--- src/rtl/wb_stage_multi.sv ---
// Multi-lane writeback stage. It holds one issue bundle until its divider and load
// results arrive, then retires it in a single cycle or raises the first exception.
module wb_stage_multi #(
   parameter int              NLANE  = 2,
   parameter int              XLEN   = 32,
   parameter int              RD_W   = 5,
   parameter int              EC_W   = 7,
   parameter logic [EC_W-1:0] EC_INT = 7'h00
) (
   input  logic                  clk,
   input  logic                  rst,
   input  logic                  flush,
   input  logic                  irq,
   input  logic                  in_valid,
   output logic                  in_ready,
   input  logic [NLANE*XLEN-1:0] in_pc,
   input  logic [NLANE*32-1:0]   in_inst,
   input  logic [NLANE*RD_W-1:0] in_rd,
   input  logic [NLANE-1:0]      in_we,
   input  logic [NLANE*2-1:0]    in_src,
   input  logic [NLANE*XLEN-1:0] in_alu,
   input  logic [NLANE-1:0]      in_exc,
   input  logic [NLANE*EC_W-1:0] in_ecode,
   input  logic [NLANE*XLEN-1:0] in_badv,
   input  logic [XLEN-1:0]       csr_data,
   input  logic                  div_valid,
   input  logic [XLEN-1:0]       div_data,
   input  logic                  ld_valid,
   input  logic [XLEN-1:0]       ld_data,
   output logic [NLANE-1:0]      wb_we,
   output logic [NLANE*RD_W-1:0] wb_rd,
   output logic [NLANE*XLEN-1:0] wb_data,
   output logic                  exc_valid,
   output logic [EC_W-1:0]       exc_ecode,
   output logic [XLEN-1:0]       exc_era,
   output logic [XLEN-1:0]       exc_badv,
   output logic [NLANE-1:0]      dbg_valid,
   output logic [NLANE*XLEN-1:0] dbg_pc,
   output logic [NLANE*32-1:0]   dbg_inst
);

   localparam logic [1:0] SRC_DIV = 2'd1;
   localparam logic [1:0] SRC_CSR = 2'd2;
   localparam logic [1:0] SRC_LD  = 2'd3;

   typedef enum logic {S_EMPTY, S_WAIT} state_t;

   state_t           state;
   logic [NLANE-1:0] h_pend, h_live, h_we;
   logic [1:0]       h_src  [NLANE];
   logic [XLEN-1:0]  h_pc   [NLANE];
   logic [31:0]      h_inst [NLANE];
   logic [RD_W-1:0]  h_rd   [NLANE];
   logic [XLEN-1:0]  h_data [NLANE];
   logic             h_exc;
   logic [EC_W-1:0]  h_ecode;
   logic [XLEN-1:0]  h_era, h_badv;

   logic [NLANE-1:0] pend_nx, retire, acc_live, acc_pend;
   logic [XLEN-1:0]  data_nx  [NLANE];
   logic [XLEN-1:0]  acc_data [NLANE];
   logic             acc_exc, commit, accept;
   logic [EC_W-1:0]  acc_ecode;
   logic [XLEN-1:0]  acc_era, acc_badv;

   // Strobes complete the matching pending lane; commit sees the post-strobe pending set.
   always_comb begin
      for (int i = 0; i < NLANE; i++) begin
         pend_nx[i] = h_pend[i];
         data_nx[i] = h_data[i];
         if (h_pend[i] && h_src[i] == SRC_DIV && div_valid) begin
            pend_nx[i] = 1'b0;
            data_nx[i] = div_data;
         end
         if (h_pend[i] && h_src[i] == SRC_LD && ld_valid) begin
            pend_nx[i] = 1'b0;
            data_nx[i] = ld_data;
         end
      end
      commit   = (state == S_WAIT) && (pend_nx == '0) && !flush && !rst;
      in_ready = !rst && !flush && ((state == S_EMPTY) || commit);
      accept   = in_valid && in_ready;
      retire   = h_live & {NLANE{~irq}};
   end

   // Lanes at or above the oldest excepting lane are dead and never wait.
   always_comb begin
      acc_exc   = 1'b0;
      acc_ecode = '0;
      acc_era   = '0;
      acc_badv  = '0;
      for (int i = 0; i < NLANE; i++) begin
         acc_live[i] = ~acc_exc & ~in_exc[i];
         if (in_exc[i] && !acc_exc) begin
            acc_ecode = in_ecode[i*EC_W +: EC_W];
            acc_era   = in_pc[i*XLEN +: XLEN];
            acc_badv  = in_badv[i*XLEN +: XLEN];
         end
         acc_exc     = acc_exc | in_exc[i];
         acc_pend[i] = acc_live[i] &
                       (in_src[i*2 +: 2] == SRC_DIV || in_src[i*2 +: 2] == SRC_LD);
         acc_data[i] = (in_src[i*2 +: 2] == SRC_CSR) ? csr_data : in_alu[i*XLEN +: XLEN];
      end
   end

   always_ff @(posedge clk) begin
      wb_we     <= '0;
      wb_rd     <= '0;
      wb_data   <= '0;
      exc_valid <= 1'b0;
      exc_ecode <= '0;
      exc_era   <= '0;
      exc_badv  <= '0;
      dbg_valid <= '0;
      dbg_pc    <= '0;
      dbg_inst  <= '0;
      if (rst) begin
         state  <= S_EMPTY;
         h_pend <= '0;
      end else if (flush) begin
         state  <= S_EMPTY;
         h_pend <= '0;
      end else begin
         if (state == S_WAIT) begin
            h_pend <= pend_nx;
            for (int i = 0; i < NLANE; i++) h_data[i] <= data_nx[i];
         end
         if (commit) begin
            state <= S_EMPTY;
            for (int i = 0; i < NLANE; i++) begin
               wb_we[i]                  <= h_we[i] & retire[i];
               wb_rd[i*RD_W +: RD_W]     <= (h_we[i] & retire[i]) ? h_rd[i] : '0;
               wb_data[i*XLEN +: XLEN]   <= (h_we[i] & retire[i]) ? data_nx[i] : '0;
               dbg_valid[i]              <= retire[i];
               dbg_pc[i*XLEN +: XLEN]    <= retire[i] ? h_pc[i] : '0;
               dbg_inst[i*32 +: 32]      <= retire[i] ? h_inst[i] : '0;
            end
            if (irq) begin
               exc_valid <= 1'b1;
               exc_ecode <= EC_INT;
               exc_era   <= h_pc[0];
            end else if (h_exc) begin
               exc_valid <= 1'b1;
               exc_ecode <= h_ecode;
               exc_era   <= h_era;
               exc_badv  <= h_badv;
            end
         end
         if (accept) begin
            state   <= S_WAIT;
            h_pend  <= acc_pend;
            h_live  <= acc_live;
            h_we    <= in_we;
            h_exc   <= acc_exc;
            h_ecode <= acc_ecode;
            h_era   <= acc_era;
            h_badv  <= acc_badv;
            for (int i = 0; i < NLANE; i++) begin
               h_src[i]  <= in_src[i*2 +: 2];
               h_pc[i]   <= in_pc[i*XLEN +: XLEN];
               h_inst[i] <= in_inst[i*32 +: 32];
               h_rd[i]   <= in_rd[i*RD_W +: RD_W];
               h_data[i] <= acc_data[i];
            end
         end
      end
   end

endmodule

--- config.mk ---
export PLATFORM = sky130hd
export DESIGN_NAME = wb_stage_multi
export DESIGN_NICKNAME = d
export VERILOG_FILES = /design/src/rtl/wb_stage_multi.sv
export SDC_FILE = /design/constraint.sdc
export NUM_CORES = 1
export LEC_CHECK = 0
export BUFFER_PORTS_ARGS = -buffer_cell sky130_fd_sc_hd__buf_2
export CORE_AREA = 3 3 262 264
export DETAILED_ROUTE_END_ITERATION = 10
export DIE_AREA = 0 0 265 267
export PLACE_DENSITY = 0.61
export SYNTH_ARGS = -nofsm -noshare
export SYNTH_HDL_FRONTEND = slang
export SYNTH_SLANG_ARGS = --single-unit
--- constraint.sdc ---
create_clock -name clk -period 10.5 [get_ports clk]
set_input_delay 0.525 -clock clk [delete_from_list [all_inputs] [get_ports clk]]
set_output_delay 0.525 -clock clk [all_outputs]
set_load 0.005 [all_outputs]
==> flow_summary.json <==
{
  "rows": 95,
  "grt_pass1_wl_mm": 86.2,
  "rsz0062_at_grt": "no",
  "crit_slowest_cell": "or2_2",
  "worstPathRequired_ps": 10720,
  "min_path_type": "in -> reg",
  "rrSetupSlack_ps": 7070,
  "fin_area_um2": 25800,
  "dpl_cell_area_um2": 23800,
  "fp.dieArea_um2": 70800,
  "layout_setup_ws_ps": 7070,
  "dpl_worst_slack_ps": 6610,
  "synth_ff_type": "edfxtp_1",
  "r2r-end": "h_data[0][7]",
  "relSlewSlack": 0.206,
  "worstRegToRegCells": 6,
  "remaining_drc_errors": 0,
  "finalHoldViolations": 0,
  "clk_pin_slew_ps": 60,
  "cts_root_buf": "clkbuf_16",
  "wl_mm": 59.6,
  "die_w_um": 265,
  "fin_cells": 2904,
  "powerDensity_nw_per_um2": 182,
  "synth_warnings": 0,
  "syn_avg_cell_area_um2": 15.0,
  "fin_util": 0.386,
  "crit_path_cell_trace": "mux2i_1, o211a_1, nor3_4, buf_12, or2_2, buf_4",
  "synth_seq_cells": 563,
  "ys_seq_area_frac": 0.723,
  "groute.usage.overall": 0.161,
  "netlist_top_cells_area": "edfxtp_1, dfxtp_1, mux2i_1, a22o_1, and2_1",
  "hp-start": "in_inst[50]",
  "arrival_ps": 3650,
  "cts_sinks": 563,
  "ctsHoldBuffers": 0,
  "post-place-cells": 2785,
  "slowest_delay_ps": 740,
  "wl_per_cell_um": 20.5,
  "path_delay_family": "buffers and inverters",
  "vias_per_cell": 4.55,
  "drtIter0Drc": 786,
  "finish.net_count": 2364,
  "core_area_um2": 66800,
  "finalSetupViolCount": 0,
  "post_cts_buffers": 0,
  "ys_types": 38,
  "grt_max_degree": 150,
  "post_cts_resized": 0,
  "htree_levels": 2,
  "crit_type": "reg -> reg",
  "place_congestion": 0.838,
  "dp_hpwl_mm": 42.6,
  "maxCapViolCount": 0,
  "layout-drive-gt1-share": 0.410,
  "yosys.area.top_type_share": 0.434,
  "vias": 13223,
  "period_share": 0.327,
  "async_reset_ff_frac": 0,
  "ios": 670,
  "p_leak_nw": 11.5,
  "yosysMostFrequentCell": "edfxtp_1",
  "insertion_delay_ps": 640,
  "min_period_ps": 3430,
  "die_h_um": 267,
  "initial_utilization": 0.292,
  "synth_edf_count": 282,
  "timing.critical_path.buf_inv": 2,
  "syn2layout_area_growth_pct": 32.4,
  "netlist_instances": 1304,
  "holdPathStages": 1,
  "fin_worst_skew_ps": 62.7,
  "cts_inserted_buffers": 59,
  "holdPathEnd": "h_inst[1][18]",
  "status": "finished, final reports clean",
  "drtAntennaViolNets": 0,
  "antenna_found_initial": 15,
  "clock.fmax_mhz": 291,
  "numPortBuffers": 669,
  "cp-start-kind": "flop",
  "mappedNetlistArea_um2": 19500,
  "dr.pass1.iters": 5,
  "fin_tns_setup_ps": 0,
  "yosys.area.top_type": "edfxtp_1",
  "syn_nets": 1695,
  "endpoint_kind": "flop",
  "nFillCells": 6433,
  "irDropWorstVdd_mv": 0.127,
  "grt_overflow": 0,
  "cts_max_path_buffers": 3,
  "drv_slew": 0,
  "cp_max_fo": 149,
  "grt_pass1_vias": 13816,
  "r2r-start": "h_src[0][3]",
  "cts_tree": "yes",
  "max_slew.worst_pin.slew_ps": 1190,
  "synthTopCellsByCount": "edfxtp_1, dfxtp_1, and2_1"
}
## worst register-to-register path: cells and delay by family, from the launching register on
family / cells / cell delay [ps]
AOI/OAI and AO/OA: 1 / 290
buffers and inverters: 2 / 1170
DFF: 1 / 420
and+or+nand+nor: 2 / 960
muxes: 1 / 180
## registers in the layout, indices dropped and copies added, names as in the netlist, 2 cells and up
register   count
wb_rd         10
h_we           2
h_src          4
h_era         32
dbg_valid      2
wb_data       64
h_pc          64
h_inst        64
exc_era       32
h_rd          10
exc_ecode      7
h_ecode        7
dbg_inst      64
h_badv        32
h_pend         2
exc_badv      32
dbg_pc        64
wb_we          2
h_data        64
h_live         2
## cell type report
| class | count | area (um^2) | area share |
|---|---|---|---|
| clock inverter | 25 | 308 | 0.0119 |
| timing repair buffer | 687 | 3500 | 0.136 |
| multi-input combinational | 655 | 5070 | 0.196 |
| clock buffer | 86 | 1710 | 0.0662 |
| tap | 873 | 1090 | 0.0423 |
| inverter | 7 | 26.3 | 0.00102 |
| antenna | 8 | 20.0 | 0.000775 |
| sequential | 563 | 14100 | 0.546 |
## cell families (layout without fill, tap and decap cells)
kind of cell	Yosys count	in the layout	synth area share
multiplexers	194	194	0.102
other	0	8	0
AND/OR/NAND/NOR	282	282	0.0832
flip-flops	563	563	0.723
buffers and inverters	86	805	0.0189
AO/OA/AOI/OAI	179	179	0.0733
## power by group
part / leakage [nW] / internal (mW) / switching (mW) / total [mW]
Combinational: 5.61 / 0.107 / 0.119 / 0.226
Sequential: 4.86 / 2.36 / 0.0111 / 2.37
Clock: 0.999 / 1.24 / 0.875 / 2.11
Total: 11.5 / 3.70 / 1.01 / 4.71
## through the flow
stage / hold WS (ps) / power, mW
6_report: 53.1 / 4.71
5_1_grt: 11.3 / 4.87
4_1_cts: 3.54 / 4.76
3_5_place_dp: 425 / 2.65
3_3_place_gp: 422 / 2.64
2_1_floorplan: 420 / 2.51
## worst max-delay path by stage
stage                start       endpoint  slack (ps)  cells past startpoint
6_report       h_src[0][3]   h_data[0][7]        7070                      6
5_1_grt        h_src[0][3]  h_data[0][37]        6740                      6
4_1_cts        h_src[0][3]   h_data[0][4]        6910                      6
3_5_place_dp         flush   h_data[0][4]        6610                      6
3_3_place_gp         flush  h_data[0][36]        6680                      6
2_1_floorplan        flush      h_badv[0]        3720                      2
## layer usage
| metal | track usage | share of wire | vias to the layer above |
|---|---|---|---|
| met5 | 0 | 0.00082 | - |
| met4 | 0.0566 | 0.028 | 8 |
| met3 | 0.0400 | 0.068 | 106 |
| met2 | 0.284 | 0.51 | 511 |
| met1 | 0.192 | 0.39 | 6500 |
| li1 | - | - | 6098 |
## layout by cell type, fill, tap and decap left out, drive strengths merged
| cell | netlist | layout |
|---|---|---|
| dfxtp | 281 | 281 |
| mux2 | 33 | 33 |
| and2 | 168 | 168 |
| nand2b | 4 | 4 |
| inv | 7 | 9 |
| clkbuf | 53 | 86 |
| a22o | 134 | 134 |
| a21oi | 36 | 36 |
| diode | 0 | 8 |
| clkinv | 0 | 19 |
| nor3b | 1 | 1 |
| o211a | 1 | 1 |
| o31a | 2 | 2 |
| and3 | 10 | 10 |
| buf | 26 | 687 |
| mux2i | 161 | 161 |
| nand4 | 3 | 3 |
| nor2b | 2 | 2 |
| or2 | 1 | 1 |
| o21a | 1 | 1 |
| and4b | 1 | 1 |
| a21o | 1 | 1 |
| nor2 | 75 | 75 |
| o21ai | 1 | 1 |
| bufinv | 0 | 4 |
| nor3 | 2 | 2 |
| a21boi | 2 | 2 |
| nand4b | 1 | 1 |
| a21bo | 1 | 1 |
| nand3 | 3 | 3 |
| and4 | 2 | 2 |
| nand2 | 5 | 5 |
| or3b | 1 | 1 |
| nor4 | 3 | 3 |
| edfxtp | 282 | 282 |
Power figures use the tool's default switching activity.
